--- config.mk ---
export PLATFORM = sky130hd
export DESIGN_NAME = obb_step_scheduler
export DESIGN_NICKNAME = d
export VERILOG_FILES = /design/src/rtl/phys_pkg.sv /design/src/rtl/step_watchdog.sv /design/src/rtl/obb_step_scheduler.sv
export SDC_FILE = /design/constraint.sdc
export NUM_CORES = 1
export LEC_CHECK = 0
export BUFFER_PORTS_ARGS = -buffer_cell sky130_fd_sc_hd__buf_2
export CAP_MARGIN = 5
export CORE_MARGIN = 2
export CORE_UTILIZATION = 48
export DETAILED_ROUTE_END_ITERATION = 16
export PLACE_DENSITY = 0.74
export SLEW_MARGIN = 20
export SYNTH_ARGS = -nofsm -noshare
export SYNTH_HDL_FRONTEND = slang
export SYNTH_SLANG_ARGS = --single-unit
--- constraint.sdc ---
create_clock -name Clk -period 1.4 [get_ports Clk]
set_input_delay 0.14 -clock Clk [delete_from_list [all_inputs] [get_ports Clk]]
set_output_delay 0.14 -clock Clk [all_outputs]
set_load 0.02 [all_outputs]
--- src/rtl/phys_pkg.sv ---
// rtl/phys_pkg.sv - shared states, widths and OBB select encodings for the step scheduler
package phys_pkg;

  localparam int SUBSTEP_W = 4;
  localparam int SETTLE_W  = 4;

  localparam logic OBB_SEL_1 = 1'b0;
  localparam logic OBB_SEL_2 = 1'b1;

  typedef enum logic [2:0] {
    IDLE    = 3'd0,
    INTEG1  = 3'd1,
    INTEG2  = 3'd2,
    DETECT  = 3'd3,
    RESOLVE = 3'd4,
    COMMIT  = 3'd5
  } sched_state_t;

endpackage

--- src/rtl/step_watchdog.sv ---
// rtl/step_watchdog.sv - wait-state cycle counter with sticky fault, built only with PHYS_WATCHDOG_EN
`ifdef PHYS_WATCHDOG_EN
module step_watchdog #(
  parameter int WD_LIMIT = 1023
) (
  input  logic Clk,
  input  logic Reset,
  input  logic restart,
  input  logic count_en,
  output logic expire,
  output logic fault
);

  localparam int WD_W = $clog2(WD_LIMIT + 1);

  logic [WD_W-1:0] wd_cnt;

  // Fires on the cycle whose increment would bring the count to the limit.
  assign expire = count_en && (wd_cnt == WD_W'(WD_LIMIT - 1));

  always_ff @(posedge Clk) begin
    if (Reset) begin
      wd_cnt <= '0;
      fault  <= 1'b0;
    end else begin
      if (restart) begin
        wd_cnt <= '0;
      end else if (count_en) begin
        wd_cnt <= wd_cnt + WD_W'(1);
      end
      if (expire) begin
        fault <= 1'b1;
      end
    end
  end

endmodule
`endif

--- src/rtl/obb_step_scheduler.sv ---
// rtl/obb_step_scheduler.sv - per-frame OBB integrate/detect/resolve/commit sequencer
// Optional watchdog on wait states is enabled by defining PHYS_WATCHDOG_EN.
module obb_step_scheduler
  import phys_pkg::*;
#(
  parameter int SUBSTEPS      = 1,
  parameter int DETECT_CYCLES = 4,
  parameter int WD_LIMIT      = 1023
) (
  input  logic        Clk,
  input  logic        Reset,
  input  logic        vsync,
  input  logic        pause,
  input  logic        is_collision,
  input  logic        integ_done,
  input  logic        res_done,
  output logic        integ_start,
  output logic        integ_sel,
  output logic        res_start,
  output logic        commit,
  output logic        disp_buf_sel,
  output logic        busy,
  output logic        collision_seen,
  output logic [7:0]  overrun_cnt,
  output logic [15:0] frame_cnt,
  output logic        wd_fault
);

  if (SUBSTEPS < 1 || SUBSTEPS > 15) begin : g_bad_substeps
    $error("SUBSTEPS out of range 1..15");
  end
  if (DETECT_CYCLES < 1 || DETECT_CYCLES > 15) begin : g_bad_detect
    $error("DETECT_CYCLES out of range 1..15");
  end
  if (WD_LIMIT < 1) begin : g_bad_wd_limit
    $error("WD_LIMIT must be positive");
  end

  sched_state_t        state, state_n;
  logic                vsync_q;
  logic [SUBSTEP_W-1:0] substep_cnt, substep_n;
  logic [SETTLE_W-1:0]  settle_cnt, settle_n;
  logic                integ_start_n, integ_sel_n, res_start_n, commit_n;
  logic                coll_n, disp_n;
  logic [7:0]          overrun_n;
  logic [15:0]         frame_n;
  logic                frame_edge;
  logic                wd_expire;

  assign frame_edge = vsync & ~vsync_q;
  assign busy       = (state != IDLE);

`ifdef PHYS_WATCHDOG_EN
  step_watchdog #(
    .WD_LIMIT (WD_LIMIT)
  ) u_step_watchdog (
    .Clk      (Clk),
    .Reset    (Reset),
    .restart  (state_n != state),
    .count_en (state == INTEG1 || state == INTEG2 || state == RESOLVE),
    .expire   (wd_expire),
    .fault    (wd_fault)
  );
`else
  assign wd_expire = 1'b0;
  assign wd_fault  = 1'b0;
`endif

  always_comb begin
    state_n       = state;
    integ_start_n = 1'b0;
    integ_sel_n   = integ_sel;
    res_start_n   = 1'b0;
    commit_n      = 1'b0;
    substep_n     = substep_cnt;
    settle_n      = settle_cnt;
    coll_n        = collision_seen;
    disp_n        = disp_buf_sel;
    frame_n       = frame_cnt;
    overrun_n     = overrun_cnt;

    // Edges while busy are dropped, only counted.
    if (frame_edge && !pause && state != IDLE && overrun_cnt != 8'hFF) begin
      overrun_n = overrun_cnt + 8'd1;
    end

    case (state)
      IDLE: begin
        if (frame_edge && !pause) begin
          state_n       = INTEG1;
          integ_start_n = 1'b1;
          integ_sel_n   = OBB_SEL_1;
          coll_n        = 1'b0;
          substep_n     = '0;
        end
      end
      INTEG1: begin
        if (integ_done) begin
          state_n       = INTEG2;
          integ_start_n = 1'b1;
          integ_sel_n   = OBB_SEL_2;
        end
      end
      INTEG2: begin
        if (integ_done) begin
          state_n  = DETECT;
          settle_n = SETTLE_W'(DETECT_CYCLES - 1);
        end
      end
      DETECT: begin
        if (settle_cnt == '0) begin
          if (is_collision) begin
            state_n     = RESOLVE;
            coll_n      = 1'b1;
            res_start_n = 1'b1;
          end else begin
            state_n  = COMMIT;
            commit_n = 1'b1;
          end
        end else begin
          settle_n = settle_cnt - SETTLE_W'(1);
        end
      end
      RESOLVE: begin
        if (res_done) begin
          state_n  = COMMIT;
          commit_n = 1'b1;
        end
      end
      COMMIT: begin
        if (substep_cnt < SUBSTEP_W'(SUBSTEPS - 1)) begin
          state_n       = INTEG1;
          substep_n     = substep_cnt + SUBSTEP_W'(1);
          integ_start_n = 1'b1;
          integ_sel_n   = OBB_SEL_1;
        end else begin
          state_n = IDLE;
          disp_n  = ~disp_buf_sel;
          frame_n = frame_cnt + 16'd1;
        end
      end
      default: state_n = IDLE;
    endcase

    // A stuck wait state is abandoned without commit or buffer flip.
    if (wd_expire) begin
      state_n       = IDLE;
      integ_start_n = 1'b0;
      res_start_n   = 1'b0;
      commit_n      = 1'b0;
    end
  end

  always_ff @(posedge Clk) begin
    if (Reset) begin
      state          <= IDLE;
      vsync_q        <= 1'b0;
      substep_cnt    <= '0;
      settle_cnt     <= '0;
      integ_start    <= 1'b0;
      integ_sel      <= 1'b0;
      res_start      <= 1'b0;
      commit         <= 1'b0;
      disp_buf_sel   <= 1'b0;
      collision_seen <= 1'b0;
      overrun_cnt    <= 8'd0;
      frame_cnt      <= 16'd0;
    end else begin
      state          <= state_n;
      vsync_q        <= vsync;
      substep_cnt    <= substep_n;
      settle_cnt     <= settle_n;
      integ_start    <= integ_start_n;
      integ_sel      <= integ_sel_n;
      res_start      <= res_start_n;
      commit         <= commit_n;
      disp_buf_sel   <= disp_n;
      collision_seen <= coll_n;
      overrun_cnt    <= overrun_n;
      frame_cnt      <= frame_n;
    end
  end

endmodule
==> flow_summary.yaml <==
floorplan:
  die_w_um: 65.8
  initial_utilization_pct: 50.1
  dieArea_mm2: 0.00433
  io_pins: 39
  num_rows: 22
  fp.coreArea_mm2: 0.00366
  die_h_um: 65.8
drt:
  final_antenna_net_count: 0
  dr.pass1.iters: 4
  routed_via_density: 5.32
  drc_errors: 0
  initialDrtViolationCount: 79
  dr_total_vias: 1852
  avgRoutedWirePerCell_um: 13.6
  drt_wl_total_um: 4740
power:
  power_density_mw_per_mm2: 766
  leakage_nw: 1.27
  vdd_ir_drop_max_mv: 0.713
cells_and_area:
  area_delta_synth_final_pct: 54.8
  multi_input_area_mm2: 0.00127
  layoutNonFillerInstCount: 348
  drive_gt1_share_pct: 55.3
  fill_cells: 252
  final_nets: 311
  num_antenna_cells: 0
  utilization_pct: 77.5
  register_area_um2: 801
sta:
  hold_ws_ns: 0.0936
  finalSetupViolCount: 13
  clock.fmax_mhz: 672
  finalCritPeriodShare_pct: 106
  worst_slack_ns: -0.0879
  hold_viol: 0
  maxSlewViolCount: 0
  finClkSkew_ns: 0.00443
  post-route-min-period_ns: 1.49
  rsz0062_at_grt: "true"
logic_synthesis:
  synthTopCellsByArea: "dfxtp_1 42%, nor2_1 7.2%, xnor2_1 3.8%"
  synthArstFlopShare_pct: 0
  synth_cells: 213
  ys_warn_count: 0
  avgSynthCellArea_um2: 8.61
  synth_nets: 224
  syn_area_mm2: 0.00183
  yosysMostFrequentCell: "dfxtp_1"
  ys_seq_area_share_pct: 41.5
  synth_top_area_share_pct: 41.5
  yosys.area.top_type: "dfxtp_1"
  synth_top_flop_cell: "dfxtp_1"
  synth_edf_count: 0
  synth_cell_types: 44
  synth-seq-cells: 38
  synth_common_cells: "38 x dfxtp_1, 35 x nor2_1, 14 x nand2_1"
setup_path:
  cp_max_fo: 4
  endpoint_kind: "register"
  startpoint_type: "register"
  critPathKind: "reg -> reg"
  worstPathRequired_ns: 1.56
  worst_ep_arrival_time_ns: 1.65
clock_network:
  clk_path_buf_depth: 2
  cts_sinks: 38
  clk_root_buffer_cell: "clkbuf_8"
  tritoncts: "yes"
  clkLatencyLatePin_ns: 0.28
  cts.reportedPaths.clkPinSlew_ns: 0.07
  cts_buffers: 5
  htree_levels: 2
  postCtsHoldBufs: 0
global_route:
  grt_pass1_vias: 1627
  groute.usage.overall_pct: 21.4
  grt_first_pass_wirelength_um: 7120
  grt_start_max_net_pins: 17
  grt_overflow_total: 0
  antenna_found_initial: 0
run_status:
  violations: "setup timing"
  outcome: "finished with violations"
flow_run:
  max_cap_violations: 0
placement:
  place_congestion: 0.779
  dp.cells: 332
  hpwlAfterDp_um: 3220
  port_buffers: 37
worst_hold_path:
  min_path_type: "in -> reg"
## where the power goes
group | leakage, nW | total, mW | switching, mW | internal [mW]
logic | 0.913 | 0.361 | 0.185 | 0.176
registers | 0.319 | 1.12 | 0.0240 | 1.09
clock network | 0.0383 | 0.694 | 0.351 | 0.343
## flip-flops by register name, indices dropped and copies added (netlist names)
name,flops
vsync_q,1
integ_sel,1
frame_cnt,16
collision_seen,1
disp_buf_sel,1
integ_start,1
settle_cnt,4
commit,1
state,3
res_start,1
overrun_cnt,8
## path summary, 6_finish.rpt
path	depth (start not counted)	to	slack (ns)	from
worst max register to register	4	overrun_cnt[7]$_SDFFE_PP0P_	-0.09	vsync_q$_SDFF_PP0_
worst min register to register	2	collision_seen$_SDFFE_PP0P_	0.49	collision_seen$_SDFFE_PP0P_
worst max-delay path	4	overrun_cnt[7]$_SDFFE_PP0P_	-0.09	vsync_q$_SDFF_PP0_
worst min-delay path	2	vsync_q$_SDFF_PP0_	0.09	vsync
## critical path, stage by stage (launching register included)
cell and delay, ns:
dfxtp_2 0.34, or3b_4 0.42, or3_4 0.38, nor3_2 0.14
a211oi_2 0.08
## metal layers
metal  global-route usage (%)  vias up  share of wire, %
li1                         -      927                 -
met1                     26.0      884                44
met2                     37.4       36                52
met3                     4.43        5               3.5
met4                     7.03        0              0.84
met5                        0        -                 0
## area by class of cell
type	count	area share, %
Clock buffer	7	2.69
Sequential cell	38	28.2
Multi-Input combinational cell	158	44.7
Timing Repair Buffer	88	21.1
Inverter	9	1.19
Tap cell	48	2.12
## metrics by stage
| stage | setup slack (ns) | instance area (um2) | setup TNS (ns) | power [mW] |
|---|---|---|---|---|
| after floorplan | -0.0402 | 1950 | -0.0665 | 1.31 |
| after global placement | -0.0524 | 2470 | -0.227 | 1.42 |
| after detailed placement | -0.113 | 2470 | -0.602 | 1.43 |
| after CTS | -0.0942 | 2610 | -0.371 | 2.14 |
| after global routing | -0.136 | 2840 | -1.52 | 2.27 |
| final | -0.0879 | 2840 | -0.390 | 2.17 |
## cell usage in the layout (no fill, tap or decap), types with 3 or more instances in the layout
| master | synthesis | routed |
|---|---|---|
| buf_4 | 1 | 47 |
| buf_2 | 3 | 36 |
| nor2_1 | 35 | 32 |
| dfxtp_1 | 38 | 18 |
| dfxtp_2 | 0 | 14 |
| nand2_1 | 14 | 12 |
| xnor2_1 | 8 | 8 |
| a21oi_1 | 12 | 8 |
| nand3_1 | 7 | 6 |
| dfxtp_4 | 0 | 6 |
| inv_1 | 9 | 5 |
| nand4_1 | 5 | 5 |
| clkbuf_8 | 0 | 5 |
| inv_2 | 0 | 4 |
| nand2b_1 | 4 | 4 |
| a21oi_2 | 0 | 4 |
| a31o_2 | 5 | 4 |
| o21ai_0 | 4 | 4 |
| mux2i_1 | 4 | 4 |
| xor2_1 | 4 | 4 |
| or3_4 | 0 | 4 |
| nor2b_1 | 5 | 4 |
| a211oi_2 | 0 | 4 |
| buf_6 | 0 | 4 |
| or3_1 | 7 | 3 |
| nor3_1 | 8 | 3 |
| nor3_2 | 0 | 3 |
## logic make-up after synthesis
kind of cell,synth area share [%]
flip-flops,41.5
multiplexers,3.41
buffers and inverters,3.89
AO/OA/AOI/OAI,13.8
adder cells (fa/ha/maj),2.73
other,0.205
XOR/XNOR,5.73
AND/OR/NAND/NOR,28.7
## repair_timing
action                                  in CTS  in global routing
gates resized for setup                     11                 41
pin swaps                                    6                 21
endpoints found under the setup margin      16                 22
setup buffers                                2                  7
Note: power is estimated with default switching activity, not from simulation.
